--- config.mk ---
export PLATFORM = sky130hd
export DESIGN_NAME = i2c_burst_master
export DESIGN_NICKNAME = d
export VERILOG_FILES = /design/src/rtl/i2c_pkg.sv /design/src/rtl/i2c_bit_timer.sv /design/src/rtl/i2c_burst_master.sv
export SDC_FILE = /design/constraint.sdc
export NUM_CORES = 1
export LEC_CHECK = 0
export ABC_AREA = 1
export CORE_ASPECT_RATIO = 1.5
export CORE_MARGIN = 4
export CORE_UTILIZATION = 51
export CTS_CLUSTER_SIZE = 25
export DETAILED_ROUTE_END_ITERATION = 8
export GPL_ROUTABILITY_DRIVEN = 1
export GPL_TIMING_DRIVEN = 0
export HOLD_SLACK_MARGIN = 0.05
export PLACE_DENSITY = 0.76
export SLEW_MARGIN = 10
export SYNTH_ARGS = -nofsm -noshare
export SYNTH_HDL_FRONTEND = slang
export SYNTH_HIERARCHICAL = 1
export SYNTH_SLANG_ARGS = --single-unit
--- constraint.sdc ---
create_clock -name clk -period 2.2 [get_ports clk]
set_clock_uncertainty 0.1 [all_clocks]
set_input_delay 0.44 -clock clk [delete_from_list [all_inputs] [get_ports clk]]
set_output_delay 0.44 -clock clk [all_outputs]
set_load 0.005 [all_outputs]
--- src/rtl/i2c_pkg.sv ---
// Shared types and constants for the burst I2C master.
// Optional feature macro: I2C_CLK_STRETCH_EN.
package i2c_pkg;

  typedef enum logic [3:0] {
    IDLE,
    START,
    ADDR,
    ADDR_ACK,
    WR_BYTE,
    WR_ACK,
    RD_BYTE,
    RD_ACK,
    STOP
  } i2c_state_t;

  localparam logic [1:0] Q0 = 2'd0;
  localparam logic [1:0] Q1 = 2'd1;
  localparam logic [1:0] Q2 = 2'd2;
  localparam logic [1:0] Q3 = 2'd3;

  localparam logic I2C_ACK  = 1'b0;
  localparam logic I2C_NACK = 1'b1;

endpackage

--- src/rtl/i2c_bit_timer.sv ---
// Quarter-bit prescaler for the I2C master.
// I2C_CLK_STRETCH_EN freezes q2 while a slave holds SCL low.
module i2c_bit_timer
  import i2c_pkg::*;
#(
  parameter int CLK_DIV = 25
) (
  input  logic       clk,
  input  logic       rst,
  input  logic       run,
  input  logic       scl_rel,
  input  logic       scl_i,
  output logic [1:0] q,
  output logic       q_first,
  output logic       q_last
);

  localparam int CW = $clog2(CLK_DIV);

  logic [CW-1:0] cnt;
  logic          hold;

`ifdef I2C_CLK_STRETCH_EN
  // Only stretch once our own release has reached the pad.
  assign hold = (q == Q2) && scl_rel && !scl_i;
`else
  logic unused_pins;
  assign unused_pins = scl_rel ^ scl_i;
  assign hold = 1'b0;
`endif

  assign q_first = (cnt == '0);
  assign q_last  = (cnt == CW'(CLK_DIV - 1)) && !hold;

  always_ff @(posedge clk) begin
    if (rst || !run) begin
      cnt <= '0;
      q   <= Q0;
    end else if (q_last) begin
      cnt <= '0;
      q   <= q + 2'd1;
    end else if (!hold) begin
      cnt <= cnt + CW'(1);
    end
  end

endmodule

--- src/rtl/i2c_burst_master.sv ---
// Single-master I2C controller: START, address, 0..MAX_LEN bytes, STOP.
// Optional slave clock stretching under I2C_CLK_STRETCH_EN.
module i2c_burst_master
  import i2c_pkg::*;
#(
  parameter int CLK_DIV = 25,
  parameter int MAX_LEN = 16,
  parameter int LEN_W   = $clog2(MAX_LEN + 1)
) (
  input  logic             clk,
  input  logic             rst,
  input  logic             start,
  input  logic             rw,
  input  logic [6:0]       addr,
  input  logic [LEN_W-1:0] len,
  input  logic [7:0]       wr_data,
  output logic             wr_ready,
  output logic [7:0]       rd_data,
  output logic             rd_valid,
  output logic             busy,
  output logic             done,
  output logic             nack_err,
  output logic             scl_oe,
  output logic             sda_oe,
  input  logic             scl_i,
  input  logic             sda_i
);

  i2c_state_t       state, nxt;
  logic [1:0]       q;
  logic             q_first, q_last;
  logic [2:0]       bit_cnt;
  logic [LEN_W-1:0] left;
  logic [7:0]       shreg;
  logic             rw_q, ack, stop_end;
  logic             scl_d, sda_d, bit_tx;
  logic             slot_end, sample, load, accept;

  i2c_bit_timer #(
    .CLK_DIV(CLK_DIV)
  ) u_timer (
    .clk    (clk),
    .rst    (rst),
    .run    (state != IDLE),
    .scl_rel(!scl_oe),
    .scl_i  (scl_i),
    .q      (q),
    .q_first(q_first),
    .q_last (q_last)
  );

  assign slot_end = (q == Q3) && q_last;
  assign sample   = (q == Q2) && q_last;
  assign load     = (state == WR_BYTE) && (bit_cnt == 3'd0)
                 && (q == Q0) && q_first;
  assign accept   = (state == IDLE) && start && !busy && !done;
  // The byte is latched this cycle, so its MSB comes straight from the port.
  assign bit_tx   = load ? wr_data[7] : shreg[7];

  always_comb begin
    nxt = state;
    unique case (state)
      IDLE:     if (accept) nxt = START;
      START:    if (slot_end) nxt = ADDR;
      ADDR:     if (slot_end && bit_cnt == 3'd7) nxt = ADDR_ACK;
      ADDR_ACK: if (slot_end) begin
        if (ack == I2C_NACK || left == '0) nxt = STOP;
        else if (rw_q) nxt = RD_BYTE;
        else nxt = WR_BYTE;
      end
      WR_BYTE:  if (slot_end && bit_cnt == 3'd7) nxt = WR_ACK;
      WR_ACK:   if (slot_end) begin
        if (ack == I2C_NACK || left == LEN_W'(1)) nxt = STOP;
        else nxt = WR_BYTE;
      end
      RD_BYTE:  if (slot_end && bit_cnt == 3'd7) nxt = RD_ACK;
      RD_ACK:   if (slot_end) begin
        if (left == LEN_W'(1)) nxt = STOP;
        else nxt = RD_BYTE;
      end
      STOP:     if (slot_end) nxt = IDLE;
      default:  nxt = IDLE;
    endcase
  end

  always_comb begin
    scl_d = 1'b0;
    sda_d = 1'b0;
    case (state)
      IDLE: ;
      START: sda_d = q[1];
      STOP: begin
        scl_d = !q[1];
        sda_d = (q != Q3);
      end
      ADDR, WR_BYTE: begin
        scl_d = !q[1];
        sda_d = !bit_tx;
      end
      RD_ACK: begin
        scl_d = !q[1];
        sda_d = (left != LEN_W'(1));
      end
      default: scl_d = !q[1];
    endcase
  end

  always_ff @(posedge clk) begin
    if (rst) begin
      state    <= IDLE;
      scl_oe   <= 1'b0;
      sda_oe   <= 1'b0;
      busy     <= 1'b0;
      done     <= 1'b0;
      stop_end <= 1'b0;
      nack_err <= 1'b0;
      rd_valid <= 1'b0;
      wr_ready <= 1'b0;
      rd_data  <= 8'h00;
      bit_cnt  <= 3'd0;
      left     <= '0;
      shreg    <= 8'h00;
      rw_q     <= 1'b0;
      ack      <= 1'b0;
    end else begin
      state    <= nxt;
      scl_oe   <= scl_d;
      sda_oe   <= sda_d;
      rd_valid <= 1'b0;
      stop_end <= (state == STOP) && slot_end;
      done     <= stop_end;
      busy     <= (nxt != IDLE) || ((state == STOP) && slot_end);
      wr_ready <= (nxt == WR_BYTE) && (state != WR_BYTE);
      if (accept) begin
        nack_err <= 1'b0;
        rw_q     <= rw;
        shreg    <= {addr, rw};
        bit_cnt  <= 3'd0;
        left     <= (len > LEN_W'(MAX_LEN)) ? LEN_W'(MAX_LEN) : len;
      end
      if (load) shreg <= wr_data;
      if (sample) begin
        ack <= sda_i;
        if (state == RD_BYTE) begin
          shreg <= {shreg[6:0], sda_i};
          if (bit_cnt == 3'd7) begin
            rd_data  <= {shreg[6:0], sda_i};
            rd_valid <= 1'b1;
          end
        end
      end
      if (slot_end) begin
        unique case (1'b1)
          state == ADDR, state == WR_BYTE: begin
            shreg   <= {shreg[6:0], 1'b0};
            bit_cnt <= bit_cnt + 3'd1;
          end
          state == RD_BYTE: bit_cnt <= bit_cnt + 3'd1;
          state == ADDR_ACK: if (ack == I2C_NACK) nack_err <= 1'b1;
          state == WR_ACK: begin
            if (ack == I2C_NACK) nack_err <= 1'b1;
            else left <= left - LEN_W'(1);
          end
          state == RD_ACK: left <= left - LEN_W'(1);
          default: ;
        endcase
      end
    end
  end

endmodule

==> run_results.csv <==
group,metric,value,unit
routing,vias_per_cell,5.152,
clock_tree,clk_pin_slew,80,ps
clock_tree,clock_latency,290,ps
clock_tree,cts_max_path_buffers,2,
layout,area_growth_syn_to_layout,24.91,%
power,ir_worst_vdd,0.3957,mV
sta,fin_crit,2044,ps
global_routing,grt_pass1_vias,2221,
power,cellLeakagePower,1.361,nW
global_routing,grt_usage,21.17,%
flow_run,maxCapViolCount,0,
global_routing,use_met3,3.431,%
floorplan,die_w,64.03,um
worst_setup_path,crit_path_top_delay_cell,"dfxtp_1",
worst_setup_path,cp-start-kind,"register",
routing,vias,2370,
floorplan,pin_count,41,
placement,gp_congestion,0.9255,
placement,portBuffers,39,
layout,layout.cells.non_filler,460,
worst_setup_path,r2r_start,"u_timer/cnt[0]$_SDFF_PP0_",
layout,final_area,0.002999,sq mm
synthesis,synth_area,0.002401,sq mm
worst_setup_path,arrival,2130,ps
clock_tree,cts.sinks,45,
worst_setup_path,crit_chain,"inv_1, ha_1, nand2_1, inv_1, nand2_2, inv_2, inv_1, nor2_8, buf_4, nand3_1, nand2_1, inv_1, nand3_1, nor2_1, nand2_1, nand2_1, nand2_1",
global_routing,overflow,0,
sta,tightest_slew,602.8,ps
global_routing,grt_util_met1,24.66,%
routing,drc,0,
floorplan,start_util,52.87,%
routing,drt_wl_total,5822,um
layout,nets,429,
placement,hpwl,4372,um
worst_hold_path,hold_class,"reg2reg",
global_routing,met2_usage,37.19,%
layout,diodes,0,
worst_setup_path,crit_fanout,10,
sta,setup_viol_count_final,0,
clock_tree,cts_hold_buf,0,
sta,final_max_slew_viol_count,0,
routing,wl_per_cell,12.66,um
clock_tree,cts_inserted_buffers,5,
routing,dr.pass1.iters,4,
clock_tree,clockRootBuffer,"clkbuf_8",
global_routing,grt_pass1_wl,9908,um
worst_setup_path,crit_start,"u_timer/cnt[0]$_SDFF_PP0_",
worst_setup_path,crit_type,"reg2reg",
synthesis,syn-num-nets,382,
layout,layout-drive-gt1-share,9.848,%
clock_tree,cts_max_level,2,
sta,clock.fmax,489.4,MHz
worst_setup_path,crit_path_max_incr_delay,400,ps
global_routing,antenna_found_initial,0,
status,status,"completed",
power,p_per_area,548.4,mW/mm^2
synthesis,synthCells,348,
sta,timing.final.ws_setup,156.5,ps
layout,final_util,66.03,%
floorplan,coreArea,0.004542,sq mm
worst_hold_path,hold_depth,2,
floorplan,dieArea,0.005893,sq mm
worst_setup_path,end_kind,"register",
placement,dpl.cell_count,451,
floorplan,rows,30,
sta,max_slew_margin,59.81,%
global_routing,grt_max_degree,14,
clock_tree,tritoncts,"yes",
worst_setup_path,timing.critical_path.mode_cell,"nand2_1",
worst_setup_path,reg2regPathDepth,17,
placement,pre_cts_ws,-239.5,ps
routing,drtAntennaViolNets,0,
synthesis,yosysWarnings,6,
worst_hold_path,min_from,"stop_end$_SDFF_PP0_",
sta,hold_viol,0,
global_routing,grt-busiest-layer,"met2",
placement,dpl_cell_area,0.002872,sq mm
synthesis,synth_area_per_cell,6.900,sq um
sta,min_period_over_period,92.89,%
routing,drt_iter0_markers,166,
worst_setup_path,cp_data_required_time,2290,ps
floorplan,dieHeight,92.04,um
[flip-flops by register name (all words and copies together), names as in the netlist, 2 cells and up]
| signal | count |
|---|---|
| state | 4 |
| u_timer/q | 2 |
| shreg | 8 |
| u_timer/cnt | 5 |
| bit_cnt | 3 |
| left | 5 |
| rd_data | 8 |
[stage by stage]
stage | power, mW | hold WS [ps] | TNS, ps
after floorplan | 1.011 | 288.3 | 0
after CTS | 1.660 | 312.6 | 0
after global placement | 1.101 | 296.5 | -2640
final | 1.645 | 307.6 | 0
after detailed placement | 1.104 | 300.7 | -2650
after global routing | 1.724 | 336.1 | -8.226
[cells in the final DEF, fill, tap and decap left out, types with 3 or more instances in the layout]
cell type        count
nand2_1             71
nor2_1              51
dfxtp_1             45
inv_1               43
clkdlybuf4s50_1     39
nand3_1             26
a21oi_1             23
o21ai_0             19
o211ai_1             9
ha_1                 8
clkbuf_8             7
nand2_2              6
inv_2                5
nor2_2               4
nor3_1               4
xor2_1               3
[power breakdown]
part           leakage (nW)  total, mW  switching, mW  internal (mW)
sequential            0.365      0.863         0.0222          0.840
combinational         0.941      0.222          0.115          0.108
clock                0.0542      0.560          0.275          0.284
total                  1.36       1.64          0.413           1.23
[worst max-delay path, delay by kind of cell, from the launching register on]
kind                       cells  cell delay (ps)
and+or+nand+nor               10              740
DFF                            1              400
buffers and inverters          6              500
adders and majority gates      1              210
[area by class of cell]
| class | count | area, sq um |
|---|---|---|
| fill | 418 | 1543 |
| multi-input combinational | 248 | 1290 |
| sequential | 45 | 900.9 |
| timing repair buffer | 40 | 397.9 |
| inverter | 48 | 180.2 |
| clock buffer | 7 | 96.34 |
| tap | 64 | 80.08 |
| buffer | 7 | 48.80 |
| clock inverter | 1 | 5.005 |
[per-layer routing]
metal  routed length, um  up-vias  share of wire, %
li1                    -     1213                 -
met1                2447     1086                42
met2                2970       60                51
met3                 264       11               4.5
met4                 139        0               2.4
met5                   0        -                 0
[final timing paths]
check,endpoint,slack (ps)
max reg2reg,busy$_SDFF_PP0_,160
min reg2reg,done$_SDFF_PP0_,310
max,busy$_SDFF_PP0_,160
min,done$_SDFF_PP0_,310
[what timing repair did]
item / CTS / global route
endpoints found under the setup margin: 0 / 17
setup buffers: 0 / 1
resized for setup: 0 / 10
No activity file was read; power rests on OpenSTA's default activity.
